File: src/rtl/maze_fsm.sv
`default_nettype none
// ============================================================================
//  Module   : maze_fsm
//  Purpose  : Tiny maze game controller. A player walks a COLS x ROWS grid
//             one room per accepted direction request, collects the sword,
//             and fights the dragon: win with the sword, die without it.
//             WIN and DEAD are terminal until reset.
//  Ports    : clk            - rising-edge clock
//             reset          - synchronous, active-low reset
//             n, s, e, w     - direction requests (exactly one = valid move)
//             pos_x, pos_y   - current room
//             sw             - sword held
//             bump           - one-cycle pulse after a move into a wall
//             win, d         - registered terminal-state flags
//             moves          - accepted move count, saturating at 255
//  Options  : MAZE_MOVE_LIMIT_EN - when defined, reaching MAX_MOVES accepted
//             moves in EXPLORE kills the player (entering the dragon room
//             on that same move still starts the fight).
//  Revision : 1.0 - initial release
// ============================================================================
module maze_fsm #(
   parameter int COLS      = 4,
   parameter int ROWS      = 4,
   parameter int START_X   = 0,
   parameter int START_Y   = 0,
   parameter int SWORD_X   = 3,
   parameter int SWORD_Y   = 0,
   parameter int DRAGON_X  = 3,
   parameter int DRAGON_Y  = 3,
   parameter int MAX_MOVES = 32
) (
   input  logic                      clk,
   input  logic                      reset,
   input  logic                      n,
   input  logic                      s,
   input  logic                      e,
   input  logic                      w,
   output logic [$clog2(COLS)-1:0]   pos_x,
   output logic [$clog2(ROWS)-1:0]   pos_y,
   output logic                      sw,
   output logic                      bump,
   output logic                      win,
   output logic                      d,
   output logic [7:0]                moves
);

   localparam int XW = $clog2(COLS);
   localparam int YW = $clog2(ROWS);

   localparam logic [XW-1:0] X_MAX    = XW'(COLS - 1);
   localparam logic [YW-1:0] Y_MAX    = YW'(ROWS - 1);
   localparam logic [XW-1:0] X_ONE    = XW'(1);
   localparam logic [YW-1:0] Y_ONE    = YW'(1);
   localparam logic [XW-1:0] START_XC = XW'(START_X);
   localparam logic [YW-1:0] START_YC = YW'(START_Y);
   localparam logic [XW-1:0] SWORD_XC = XW'(SWORD_X);
   localparam logic [YW-1:0] SWORD_YC = YW'(SWORD_Y);
   localparam logic [XW-1:0] DRAG_XC  = XW'(DRAGON_X);
   localparam logic [YW-1:0] DRAG_YC  = YW'(DRAGON_Y);
`ifdef MAZE_MOVE_LIMIT_EN
   localparam logic [7:0]    MOVE_LIMIT = 8'(MAX_MOVES);
`endif

   // Elaboration-time guard on the configuration space.
   if (COLS < 2 || COLS > 16 || ROWS < 2 || ROWS > 16 ||
       MAX_MOVES < 1 || MAX_MOVES > 255) begin : g_bad_params
      $error("maze_fsm: parameter out of range");
   end

   typedef enum logic [1:0] {
      ST_EXPLORE = 2'd0,
      ST_FIGHT   = 2'd1,
      ST_WIN     = 2'd2,
      ST_DEAD    = 2'd3
   } state_t;

   state_t          state_q, state_d;
   logic [XW-1:0]   pos_x_q, pos_x_d;
   logic [YW-1:0]   pos_y_q, pos_y_d;
   logic            sw_q, sw_d;
   logic            bump_q, bump_d;
   logic            win_q, win_d;
   logic            dead_q, dead_d;
   logic [7:0]      moves_q, moves_d;

   logic            req_valid;
   logic            hit_wall;
   logic [XW-1:0]   tgt_x;
   logic [YW-1:0]   tgt_y;
   logic [7:0]      moves_inc;

   // Target room for the (single) requested direction, and whether it
   // lies outside the grid.
   always_comb begin
      req_valid = $onehot({n, s, e, w});
      tgt_x     = pos_x_q;
      tgt_y     = pos_y_q;
      hit_wall  = 1'b0;
      if (n) begin
         if (pos_y_q == '0) hit_wall = 1'b1;
         else               tgt_y    = pos_y_q - Y_ONE;
      end else if (s) begin
         if (pos_y_q == Y_MAX) hit_wall = 1'b1;
         else                  tgt_y    = pos_y_q + Y_ONE;
      end else if (e) begin
         if (pos_x_q == X_MAX) hit_wall = 1'b1;
         else                  tgt_x    = pos_x_q + X_ONE;
      end else if (w) begin
         if (pos_x_q == '0) hit_wall = 1'b1;
         else               tgt_x    = pos_x_q - X_ONE;
      end
      moves_inc = (moves_q == 8'hFF) ? 8'hFF : moves_q + 8'd1;
   end

   always_comb begin
      state_d = state_q;
      pos_x_d = pos_x_q;
      pos_y_d = pos_y_q;
      sw_d    = sw_q;
      moves_d = moves_q;
      bump_d  = 1'b0;

      case (state_q)
         ST_EXPLORE: begin
            if (req_valid) begin
               if (hit_wall) begin
                  bump_d = 1'b1;
               end else begin
                  pos_x_d = tgt_x;
                  pos_y_d = tgt_y;
                  moves_d = moves_inc;
                  if (tgt_x == SWORD_XC && tgt_y == SWORD_YC)
                     sw_d = 1'b1;
                  // Dragon entry outranks the move limit.
                  if (tgt_x == DRAG_XC && tgt_y == DRAG_YC)
                     state_d = ST_FIGHT;
`ifdef MAZE_MOVE_LIMIT_EN
                  else if (moves_inc == MOVE_LIMIT)
                     state_d = ST_DEAD;
`endif
               end
            end
         end
         ST_FIGHT: state_d = sw_q ? ST_WIN : ST_DEAD;
         default:  ; // WIN / DEAD: everything frozen
      endcase

      win_d  = (state_d == ST_WIN);
      dead_d = (state_d == ST_DEAD);
   end

   always_ff @(posedge clk) begin
      if (!reset) begin
         state_q <= ST_EXPLORE;
         pos_x_q <= START_XC;
         pos_y_q <= START_YC;
         sw_q    <= 1'b0;
         bump_q  <= 1'b0;
         win_q   <= 1'b0;
         dead_q  <= 1'b0;
         moves_q <= 8'd0;
      end else begin
         state_q <= state_d;
         pos_x_q <= pos_x_d;
         pos_y_q <= pos_y_d;
         sw_q    <= sw_d;
         bump_q  <= bump_d;
         win_q   <= win_d;
         dead_q  <= dead_d;
         moves_q <= moves_d;
      end
   end

   assign pos_x = pos_x_q;
   assign pos_y = pos_y_q;
   assign sw    = sw_q;
   assign bump  = bump_q;
   assign win   = win_q;
   assign d     = dead_q;
   assign moves = moves_q;

endmodule
`default_nettype wire
File: config.mk
export PLATFORM = sky130hd
export DESIGN_NAME = maze_fsm
export DESIGN_NICKNAME = d
export VERILOG_FILES = /design/src/rtl/maze_fsm.sv
export SDC_FILE = /design/constraint.sdc
export NUM_CORES = 1
export LEC_CHECK = 0
export CORE_UTILIZATION = 45
export DETAILED_ROUTE_END_ITERATION = 10
export PLACE_DENSITY = 0.7
export SYNTH_ARGS = -nofsm -noshare
export SYNTH_HDL_FRONTEND = slang
export SYNTH_SLANG_ARGS = --single-unit
File: constraint.sdc
create_clock -name clk -period 3.05 [get_ports clk]
set_input_delay 0.305 -clock clk [delete_from_list [all_inputs] [get_ports clk]]
set_output_delay 0.305 -clock clk [all_outputs]
set_load 0.05 [all_outputs]
## Word level (Yosys, flattened, before mapping)

Index checks and enable logic that the tools add are counted.

| word-level totals | value |
|---|---|
| register bits | 18 |
| input bits | 6 |
| output and inout bits | 16 |
| word-level logic and storage cells | 60 |

| operators by class | value |
|---|---|
| $add $sub $neg | 8 |
| eq/ne operators | 9 |
| mux-type cells | 25 |
| bitwise gates (word level) | 1 |
| reduce and logical (&&, ||, !) cells | 9 |

Operators by type and width:

| operator | count |
|---|---|
| 2-bit two-way mux | 13 |
| 2-bit == test, second input constant | 6 |
| 1-bit two-way mux | 10 |
| 8-bit by 1-bit adder with 8-bit output, second input constant | 1 |
| 8-bit == test, second input constant | 1 |
| 2-bit logical NOT | 4 |
| 8-bit two-way mux | 1 |
| 3-bit AND reduction | 2 |
| 1-bit by 1-bit adder with 2-bit output | 2 |
| 2-bit by 1-bit adder with 2-bit output, second input constant | 2 |
| 2-bit case mux with 2 select lines | 1 |
| 4-bit AND reduction | 1 |
| 2-bit by 1-bit subtractor with 2-bit output, second input constant | 2 |
| 2-bit by 2-bit adder with 3-bit output | 1 |
| 3-bit by 1-bit == test with 1-bit output, second input constant | 1 |
| 2-bit by 1-bit == test with 1-bit output, second input constant | 1 |
| 1-bit logical AND | 2 |
| 1-bit inverter | 1 |

## Logic depth before layout (Yosys ltp)

Gate-level depths: netlist (run 1).

| depth | value |
|---|---|
| depth in word-level cells | 13 |
| depth in mapped cells | 11 |
| mapped depth without buffers | 10 |

## Worst setup path after synthesis (run 1)

Ideal clock, no wire load.

| path | value |
|---|---|
| path kind | input -> register |
| from | input port n |
| to | register moves_q[3], in the netlist moves[3] |
| setup time | 116 ps |
| data arrival time | 2241 ps |
| data required time | 2934 ps |
| path slack | 694 ps |
| stages | 11 |
| path buffers | 1 |
| path through | inv_1 -> fa_1 -> inv_1 -> ha_1 -> ha_1 -> nor2_1 -> and3_2 -> and3_1 -> buf_6 -> a41o_1 -> and3_1 |

| on the way | value |
|---|---|
| word-level cells in the longest chain between the ends | 4 |
| elaborated cells between the ends (all ways) | 6 |
| those cells by class | 2 x add/sub; 1 x eq/ne; 1 x mux; 1 x bitwise; 1 x reduce/logical |

Ends and longest elaborated chain:

| item | line | text |
|---|---|---|
| start: declaration | 34 | `input logic n,` |
| 1-bit by 1-bit adder with 2-bit output (implied by the code) | 95 | `req_valid = $onehot({n, s, e, w});` |
| 2-bit by 2-bit adder with 3-bit output (implied by the code) | 95 |  |
| 3-bit by 1-bit == test with 1-bit output | 95 |  |
| 3-bit AND reduction (no source line) * | -- |  |
| end signal: assignment | 170 | `moves_q <= moves_d;` |
| end: declaration | 84 | `logic [7:0] moves_q, moves_d;` |

Every way passes the cells marked *; elsewhere a longest branch is shown, timed or not.
A chain may end at the register's enable or synchronous reset.

## Worst setup path in the final report (run 1)

| path | value |
|---|---|
| from | input port n |
| to | register moves_q[5], in the netlist moves[5] |

The elaborated chain is that of the path after synthesis.

==> summary.md, run 1 <==
| Metric | Value |
|---|---|
| Status | `finished, final reports clean` |
| Hold buffers post-CTS | `0` |
| Sum Neg Setup Slack | `0 ns` |
| Drt first-iter violations | `19` |
| CP Capture Type | `register` |
| Worst path arrival time | `2.88 ns` |
| WL met3 | `56 um` |
| Worst reg2reg path startpoint | `pos_x[0]$_SDFFE_PN0P_` |
| DRC | `0` |
| Slew @ Worst Pin | `0.632 ns` |
| Hold Path Class | `reg2reg` |
| Die width | `48.9 um` |
| Post-synth EDFFs | `0` |
| Seq cells post-synth | `18` |
| Worst-Skew Late Latency | `0.30 ns` |
| Num CTS Buffers | `3` |
| H-tree depth | `1` |
| Static leakage | `0.510 nW` |
| Fmax | `372 MHz` |
| Highest net fanout along the worst path | `10` |
| Skew final | `0.00565 ns` |
| Area Growth Syn to Fin | `29.9%` |
| Antenna violations before repair | `0` |
| Post-layout util | `63.5%` |
| CTS clk-pin slew, worst paths | `0.10 ns` |
| Total gr overflow | `0` |
| DR vias | `961` |
| Clock Path Buffers | `2` |
| Fin crit period | `2.69 ns` |
| Largest net degree at the start of global routing | `20` |
| Vias/cell | `5.59` |
| Crit path from | `n` |
| Antenna cells | `0` |
| Core Rows | `16` |
| Synth cell types | `35` |
| VDD IR-drop max | `271 uV` |
| Vias in the first global route | `867` |
| Fill count | `185` |
| Mapped cell area | `988 um2` |
| Synth Flop Type | `dfxtp_1` |
| Worst slew margin | `57.8%` |
| Metal2 WL | `945 um` |
| Die Height | `48.9 um` |
| WL met1 | `1.11 mm` |
| Final worst path period share | `88.1%` |
| First-pass GRT wire length | `3.92 mm` |
| Total of max-cap violations | `0` |
| Final Instance Area | `1280 um2` |
| Pwr dens | `393 nW/um2` |
| Final nets | `156` |
| Final Max Tran Viols | `0` |
| Dpl cells | `168` |
| Final Setup Violations | `0` |
| Clock Sinks | `18` |
| Worst Hold Launch | `moves[5]$_SDFFE_PN0P_` |
| Routed WL | `2.13 mm` |
| Non-Filler Instances | `172` |
| Placed wire-length estimate | `1.60 mm` |
| Share of cells above drive strength 1 | `10.3%` |
| Startpoint types | `input pin` |
| CP Class | `in2reg` |
| Port bufs | `21` |
| Core ar. | `2020 um2` |
| Sequential-to-total area share from yosys stat | `36.5%` |
| DRT antenna net count | `0` |
| Final hold vios | `0` |
| Asr flop ratio synth | `0%` |
| CP required | `3.24 ns` |
| Mean Syn Cell Area | `8.38 um2` |
| Full die area | `2390 um2` |
| Tot GR Track Use | `21.4%` |
| WL per Instance | `12.4 um` |
| Detailed Routing Iterations Pass 1 | `4` |
| Top routing layer used | `met4` |
| RSZ-0062 raised after global routing | `no` |
| CTS root buffer | `clkbuf_4` |
| IO Pins | `22` |
| Syn_nets | `128` |
| Most frequent cells in the layout | `21 x clkdlybuf4s50_1, 18 x dfxtp_1, 13 x nor2_1` |
| Commonest non-fill, non-tap cell in the layout | `clkdlybuf4s50_1` |
| CTS tree | `done` |
| Initial Util | `48.9%` |
| CTS resizes | `0` |
| Setup Buffers After CTS | `0` |
| Routability Congestion | `0.772` |
| Area post-placement | `1250 um2` |
| Cells after synthesis | `118` |
| Synthesis Warnings | `0` |
power breakdown:
part / leakage, nW / switching [mW] / internal (mW)
Combinational: 0.344 / 0.0614 / 0.0436
Clock: 0.0210 / 0.0781 / 0.0729
Sequential: 0.145 / 0.00748 / 0.241
registers in the layout, summed over array words and instances, names as in the netlist:
| signal | flops |
|---|---|
| pos_y | 2 |
| moves | 8 |
| state_q | 2 |
| pos_x | 2 |
| d | 1 |
| sw | 1 |
| win | 1 |
| bump | 1 |
final cells by class:
| cell class | instances | area, um2 | share of cell area (%) |
|---|---|---|---|
| well taps | 27 | 33.8 | 2.63 |
| multi-input cells | 90 | 576 | 44.8 |
| clock buffers | 4 | 36.3 | 2.83 |
| repair buffers | 27 | 255 | 19.9 |
| inverters | 6 | 22.5 | 1.75 |
| flip-flops and latches | 18 | 360 | 28.1 |
per-layer routing:
| metal | GRT usage (%) | vias to the layer above |
|---|---|---|
| li1 | - | 496 |
| met1 | 29.5 | 448 |
| met2 | 31.3 | 15 |
| met3 | 5.61 | 2 |
| met4 | 8.82 | 0 |
| met5 | 0 | - |
metrics by stage:
stage          total power [mW]  hold slack (ns)  worst slack (ns)
6_report                  0.504            0.547             0.362
5_1_grt                   0.533            0.588             0.211
4_1_cts                   0.510            0.543             0.370
3_5_place_dp              0.359            0.530            0.0373
3_3_place_gp              0.357            0.511            0.0829
2_1_floorplan             0.323            0.505             0.694
synthesized netlist by cell type (all sizes together), types with 3 or more instances:
cell type,number,share of area [%]
ha,3,3.8
nand2,8,3.0
nor3,6,3.0
a21oi,6,3.0
dfxtp,18,36
inv,6,2.3
nand4b,3,2.7
nand3,9,4.6
and3,5,3.3
nor2,13,4.9
o21ai,8,4.1
worst max-delay path, stage by stage:
cell             delay [ns]
clkdlybuf4s50_1        0.47
inv_1                  0.07
fa_1                   0.53
inv_1                  0.04
ha_1                   0.17
ha_1                   0.26
nor2_1                 0.13
and3_2                 0.21
and3_1                 0.38
nand3_1                0.16
mux2i_1                0.15
worst paths after layout:
kind                      endpoint  slack [ns]  depth (start not counted)
max          moves[5]$_SDFFE_PN0P_        0.36                         11
min          moves[5]$_SDFFE_PN0P_        0.55                          2
max reg2reg  moves[3]$_SDFFE_PN0P_        0.96                          5
min reg2reg  moves[5]$_SDFFE_PN0P_        0.55                          2
logic make-up after synthesis:
logic type | count (synthesis) | share of synthesized area (%)
compound gates | 31 | 21.9
flops | 18 | 36.5
mux | 1 | 1.01
simple gates | 54 | 29.5
buf+inv | 10 | 5.32
fa+ha+maj | 4 | 5.82
(Power assumes the default switching activity.)
==> run 2: changes to the inputs <==
Settings changed: GPL_ROUTABILITY_DRIVEN set to 0.
==> results of run 2 <==
Final layout, timing and power as in run 1 (identical DEF).
